## src/rtl/gpio_mulpop_pkg.sv

```systemverilog
// Shared definitions for the gpio_mulpop register block: FSM encoding,
// register offsets relative to BASE, and the status word layout.
package gpio_mulpop_pkg;

  typedef enum logic [1:0] {
    ST_IDLE  = 2'd0,
    ST_MULT  = 2'd1,
    ST_COUNT = 2'd2,
    ST_DONE  = 2'd3
  } state_e;

  localparam logic [15:0] OFF_A1    = 16'h0000;
  localparam logic [15:0] OFF_A2    = 16'h0008;
  localparam logic [15:0] OFF_W     = 16'h0010;
  localparam logic [15:0] OFF_L     = 16'h0018;
  localparam logic [15:0] OFF_CTRL  = 16'h0020;
  localparam logic [15:0] OFF_STATE = 16'h0024;

  // Field order gives the read-back layout {err, ready, valid}.
  typedef struct packed {
    logic err;
    logic ready;
    logic valid;
  } status_t;

endpackage

```

## src/rtl/gpio_mulpop_popcnt.sv

```systemverilog
// Combinational population count of a WIDTH-bit vector.
module gpio_mulpop_popcnt #(
  parameter int WIDTH = 32
) (
  input  logic [WIDTH-1:0]             i_vec,
  output logic [$clog2(WIDTH+1)-1:0]   o_cnt
);
  localparam int CW = $clog2(WIDTH+1);

  always_comb begin
    o_cnt = '0;
    for (int i = 0; i < WIDTH; i++) o_cnt = o_cnt + CW'(i_vec[i]);
  end

endmodule

```

## src/rtl/gpio_mulpop.sv

```systemverilog
// Memory-mapped shift-add multiplier with popcount of the result, an op
// counter on gpio_out and an edge-triggered capture register for gpio_in.
module gpio_mulpop
  import gpio_mulpop_pkg::*;
#(
  parameter int          OP_W  = 24,
  parameter int          RES_W = 32,
  parameter logic [15:0] BASE  = 16'h0380
) (
  input  logic        clk,
  input  logic        n_reset,
  input  logic [15:0] saddress,
  input  logic        srd,
  input  logic        swr,
  input  logic [31:0] sdata_in,
  output logic [31:0] sdata_out,
  input  logic [31:0] gpio_in,
  input  logic        gpio_latch,
  output logic [31:0] gpio_in_s_insp,
  output logic [31:0] gpio_out,
  output logic        irq
);
  localparam int PW = 2 * OP_W;
  localparam int CW = $clog2(RES_W + 1);
  localparam int NW = (OP_W > 1) ? $clog2(OP_W) : 1;

  state_e            r_state, w_state_nxt;
  logic [OP_W-1:0]   r_a1, r_a2, r_mplier;
  logic [PW-1:0]     r_mcand, r_acc;
  logic [NW-1:0]     r_bit;
  logic [RES_W-1:0]  r_w;
  logic [CW-1:0]     r_l, w_pop;
  status_t           r_sts;
  logic [15:0]       r_op_cnt;
  logic              r_irq, r_latch_q;
  logic [31:0]       r_gpio_in_s, r_sdata_out, w_rdata;
  logic              w_wr_a1, w_wr_a2, w_start, w_hi_zero;
  logic              w_unused_ok;

  assign w_wr_a1 = swr && (saddress == BASE + OFF_A1);
  assign w_wr_a2 = swr && (saddress == BASE + OFF_A2);
  assign w_start = swr && (saddress == BASE + OFF_CTRL);
  // Shifting by RES_W yields zero when the product fits the result width.
  assign w_hi_zero = ((r_acc >> RES_W) == '0);
  assign w_unused_ok = ^sdata_in;

  gpio_mulpop_popcnt #(.WIDTH(RES_W)) u_popcnt (
    .i_vec (r_acc[RES_W-1:0]),
    .o_cnt (w_pop)
  );

  always_ff @(posedge clk or negedge n_reset) begin
    if (!n_reset) r_state <= ST_IDLE;
    else          r_state <= w_state_nxt;
  end

  always_comb begin
    w_state_nxt = r_state;
    case (r_state)
      ST_IDLE:  if (w_start) w_state_nxt = ST_MULT;
      ST_MULT:  if (r_bit == NW'(OP_W - 1)) w_state_nxt = ST_COUNT;
      ST_COUNT: w_state_nxt = ST_DONE;
      ST_DONE:  w_state_nxt = ST_IDLE;
      default:  w_state_nxt = ST_IDLE;
    endcase
  end

  always_ff @(posedge clk or negedge n_reset) begin
    if (!n_reset) begin
      r_a1     <= '0;
      r_a2     <= '0;
      r_mcand  <= '0;
      r_mplier <= '0;
      r_acc    <= '0;
      r_bit    <= '0;
      r_w      <= '0;
      r_l      <= '0;
      r_sts    <= '{err: 1'b0, ready: 1'b1, valid: 1'b1};
      r_op_cnt <= '0;
      r_irq    <= 1'b0;
    end else begin
      if (w_wr_a1) r_a1 <= sdata_in[OP_W-1:0];
      if (w_wr_a2) r_a2 <= sdata_in[OP_W-1:0];
      r_irq <= 1'b0;
      case (r_state)
        ST_IDLE: if (w_start) begin
          r_mcand     <= PW'(r_a1);
          r_mplier    <= r_a2;
          r_acc       <= '0;
          r_bit       <= '0;
          r_sts.ready <= 1'b0;
          r_sts.err   <= 1'b0;
        end
        ST_MULT: begin
          if (r_mplier[0]) r_acc <= r_acc + r_mcand;
          r_mcand  <= r_mcand << 1;
          r_mplier <= r_mplier >> 1;
          r_bit    <= r_bit + 1'b1;
        end
        ST_COUNT: begin
          r_w         <= r_acc[RES_W-1:0];
          r_l         <= w_pop;
          r_sts.valid <= w_hi_zero;
        end
        ST_DONE: begin
          r_sts.ready <= 1'b1;
          r_op_cnt    <= r_op_cnt + 16'd1;
          r_irq       <= 1'b1;
        end
        default: ;
      endcase
      // A start while busy is only flagged; the running operation continues.
      if (w_start && r_state != ST_IDLE) r_sts.err <= 1'b1;
    end
  end

  always_ff @(posedge clk or negedge n_reset) begin
    if (!n_reset) begin
      r_latch_q   <= 1'b0;
      r_gpio_in_s <= '0;
    end else begin
      r_latch_q <= gpio_latch;
      if (gpio_latch && !r_latch_q) r_gpio_in_s <= gpio_in;
    end
  end

  always_comb begin
    w_rdata = '0;
    if      (saddress == BASE + OFF_A1)    w_rdata = 32'(r_a1);
    else if (saddress == BASE + OFF_A2)    w_rdata = 32'(r_a2);
    else if (saddress == BASE + OFF_W)     w_rdata = 32'(r_w);
    else if (saddress == BASE + OFF_L)     w_rdata = 32'(r_l);
    else if (saddress == BASE + OFF_CTRL)  w_rdata = 32'(r_sts);
    else if (saddress == BASE + OFF_STATE) w_rdata = 32'(r_state);
  end

  always_ff @(posedge clk or negedge n_reset) begin
    if (!n_reset)  r_sdata_out <= '0;
    else if (srd)  r_sdata_out <= w_rdata;
  end

  assign sdata_out      = r_sdata_out;
  assign gpio_in_s_insp = r_gpio_in_s;
  assign gpio_out       = {16'h0, r_op_cnt};
  assign irq            = r_irq;

endmodule

```

## config.mk

```make
export PLATFORM = sky130hd
export DESIGN_NAME = gpio_mulpop
export DESIGN_NICKNAME = d
export VERILOG_FILES = /design/src/rtl/gpio_mulpop_pkg.sv /design/src/rtl/gpio_mulpop_popcnt.sv /design/src/rtl/gpio_mulpop.sv
export SDC_FILE = /design/constraint.sdc
export NUM_CORES = 1
export LEC_CHECK = 0
export CORE_MARGIN = 10
export CORE_UTILIZATION = 53
export CTS_BUF_LIST = sky130_fd_sc_hd__clkbuf_8
export DETAILED_ROUTE_END_ITERATION = 6
export GPL_TIMING_DRIVEN = 1
export PLACE_DENSITY = 0.82
export SLEW_MARGIN = 15
export SYNTH_ARGS = -nofsm -noshare
export SYNTH_HDL_FRONTEND = slang
export SYNTH_HIERARCHICAL = 1
export SYNTH_SLANG_ARGS = --single-unit
```

## constraint.sdc

```tcl
create_clock -name clk -period 4.4 [get_ports clk]
set_input_delay 0.44 -clock clk [delete_from_list [all_inputs] [get_ports clk]]
set_output_delay 0.44 -clock clk [all_outputs]
set_load 0.02 [all_outputs]
```

==> metrics.csv <==
metric;value;unit
status;finished with violations;
violations;setup timing;
totalNegativeSetupSlack;-1.38;ns
vdd_drop_max;0.272;mV
clock-sinks;298;
clk_latency;0.58;ns
r2r_slack;-0.36;ns
regArea;7460;µm²
wl_per_cell;19.0;µm
cts_root_buffer;clkbuf_8;
min-delay-start;gpio_latch;
yosysWarningCount;6;
routed_via_density;5.76;
relSlewSlack;46.0;%
dieHeight;191;µm
fmax;210;MHz
synth_edf_count;0;
rsz0062_at_grt;true;
gp_congestion;0.924;
hp-class;in -> reg;
worst_pin_slew;0.810;ns
start_kind;flop;
die_w;191;µm
grt_pass1_vias;12112;
ys_seq_area_share;48.4;%
dp_hpwl;27500;µm
skew;0.0191;ns
crit_end;r_l[4]$_DFFE_PN0P_;
end_kind;flop;
synthAdderAreaFrac;8.12;%
crit_type;reg -> reg;
post-route-period-util;108;%
crit_required;4.85;ns
via_count;11711;
syn2layout_area_growth;20.5;%
ios;182;
diodes;0;
async_flop_share;100;%
fill_cells;2159;
tritoncts;built;
core_area;28700;µm²
p_per_area;369;nW/µm²
maxSlewViolCount;0;
die_area;36300;µm²
synth_top_family_by_area;compound AO/OA/AOI/OAI gates;
start_util;53.7;%
syn_area;15400;µm²
drt_iter0_drc;860;
p_leak;8.64;nW
row_count;62;
htreeDepth;2;
clk_path_buf_depth;3;
setup_viol;5;
ys_types;71;
port_buffers;157;
antenna_found_initial;0;
grt_overflow_total;0;
synth_seq_cells;298;
drc;0;
yosys.area_share.simple;9.43;%
multi_input_area;7480;µm²
first_pass_iters;5;
gr-usage-all-layers;20.7;%
synth.mux.area_fraction;11.9;%
timing.final.crit_period;4.76;ns
r2r_end;r_l[4]$_DFFE_PN0P_;
reg2reg_depth;15;
synth-xor-area-share;3.35;%
fin_ws;-0.365;ns
synthFlopType;dfrtp_1;
drt-total-wl;38600;µm
hold_viol;0;
synth_compound_area_share;14.9;%
crit_arrival;5.21;ns
antenna_left;0;
netlist_instances;1434;
grt_max_degree;101;
cp-startpoint;r_acc[27]$_DFFE_PN0P_;
clk_pin_slew;0.06;ns
fin_cells;2034;
drive_gt1_share;16.6;%
r2r_start;r_acc[27]$_DFFE_PN0P_;
numCtsBuffers;48;
dp_cells;1945;
grt_pass1_wl;62600;µm
cp_max_fo;2;
finalNetCount;1786;
syn_area_per_cell;10.8;µm²
drv_cap;0;
## cell type report
| class | count | share of cell area, % |
|---|---|---|
| inverters | 56 | 1.13 |
| repair buffers | 199 | 10.4 |
| flip-flops and latches | 298 | 40.2 |
| clock inverters | 19 | 0.653 |
| clock buffers | 65 | 4.82 |
| well taps | 384 | 2.59 |
| multi-input cells | 1013 | 40.3 |
## cells in the final DEF (no fill, tap or decap), types with 7 or more instances in the layout
master,instances
dfrtp_1,296
clkdlybuf4s50_1,155
nand2_1,151
o21ai_0,130
mux2_2,113
a21oi_1,92
nor2_1,72
clkbuf_8,65
inv_1,63
ha_1,57
mux2i_1,50
buf_4,38
xnor2_1,34
a22o_1,33
nand3_1,25
xor2_1,25
fa_1,24
a222oi_1,20
a21o_1,19
conb_1,16
nand4_1,13
o21bai_1,11
and3_1,8
nand2b_1,7
a31oi_1,7
## stage by stage
step                      power (mW)  instance area, µm²  setup WS (ns)  hold WS (ns)  utilization (%)
after floorplan                 3.87               15500         -0.267         0.144                -
after global placement          4.35               17500         -0.321         0.460             60.8
after detailed placement        4.39               17500         -0.412         0.468             60.8
after CTS                       6.88               18500         -0.378         0.312             64.5
after global routing            7.14               18600         -0.491         0.333             64.7
final                           6.85               18600         -0.365         0.341             64.7
## how the worst min path moves through the flow
stage | endpoint | slack, ns | cells after the start
6_report | r_latch_q$_DFF_PN0_ | 0.34 | 1
2_1_floorplan | gpio_in_s_insp[0]$_DFFE_PN0P_ | 0.14 | 0
3_5_place_dp | r_sts[0]$_DFFE_PN1P_ | 0.47 | 2
4_1_cts | r_latch_q$_DFF_PN0_ | 0.31 | 1
3_3_place_gp | r_op_cnt[15]$_DFFE_PN0P_ | 0.46 | 1
5_1_grt | r_latch_q$_DFF_PN0_ | 0.33 | 1
## critical path: stages (launching register included)
cell and delay, ns:
dfrtp_1 0.40, fa_1 0.58, fa_1 0.44, fa_1 0.56, fa_1 0.44, fa_1 0.52
inv_2 0.04, fa_1 0.46, inv_2 0.08, ha_4 0.13, inv_2 0.04, fa_2 0.34
nand2b_4 0.15, a21oi_2 0.12, xor2_1 0.08, mux2_4 0.26
## state kept, by name, summed over array words and instances (netlist names), 3 cells and up
signal	cells
r_a1	24
gpio_in_s_insp	32
r_a2	24
r_acc	48
r_sts	3
sdata_out	32
r_mplier	24
r_mcand	48
r_op_cnt	16
r_bit	5
r_l	6
r_w	32
## per-layer routing
layer	GRT usage (%)	up-vias	wire length (µm)
met5	0	-	0
met2	35.4	359	18900
li1	-	5455	-
met3	4.02	54	2450
met4	4.91	0	611
met1	26.7	5843	16600
## kinds of logic after synthesis
logic type	Yosys count
AOI/OAI and AO/OA	363
and+or+nand+nor	322
DFF	298
muxes	168
buffers and inverters	138
adders and majority gates	85
xor gates and xnor gates	59
other	1
## where the power goes
group | leakage, nW | total (mW) | internal [mW] | switching (mW)
Combinational | 4.04 | 1.43 | 0.556 | 0.875
Clock | 0.568 | 2.47 | 1.38 | 1.09
Sequential | 4.03 | 2.95 | 2.86 | 0.0915
## Yosys cell counts, types with 3 or more instances
cell type,count,share of area [%]
a211oi_1,4,0.19
a21o_1,19,0.93
a21oi_1,94,3.1
a222oi_1,20,1.3
a22o_1,33,1.9
a22oi_1,6,0.29
a31o_2,3,0.17
a31oi_1,7,0.28
and2_1,4,0.16
and3_1,8,0.32
buf_1,5,0.12
buf_4,16,0.78
buf_6,3,0.22
clkbuf_1,58,1.4
dfrtp_1,296,48
fa_1,25,3.2
ha_1,60,4.9
inv_1,56,1.4
mux2_2,118,8.6
mux2i_1,50,3.2
nand2_1,151,3.7
nand2b_1,8,0.32
nand3_1,25,0.81
nand4_1,13,0.53
nor2_1,74,1.8
nor2b_1,6,0.24
nor3_1,6,0.19
nor4_1,5,0.20
o21ai_0,131,4.3
o21ai_1,4,0.13
o21bai_1,11,0.54
or2_2,4,0.16
or3_1,6,0.24
xnor2_1,34,1.9
xor2_1,25,1.4
## what timing repair did
action,in CTS,in global routing
resized for setup,8,6
hold buffers,1,0
endpoints found under the hold margin,95,0
setup endpoints to repair,5,5
setup buffers,2,2
pin swaps,4,8
cloned,0,0
Power figures use the tool's default switching activity.
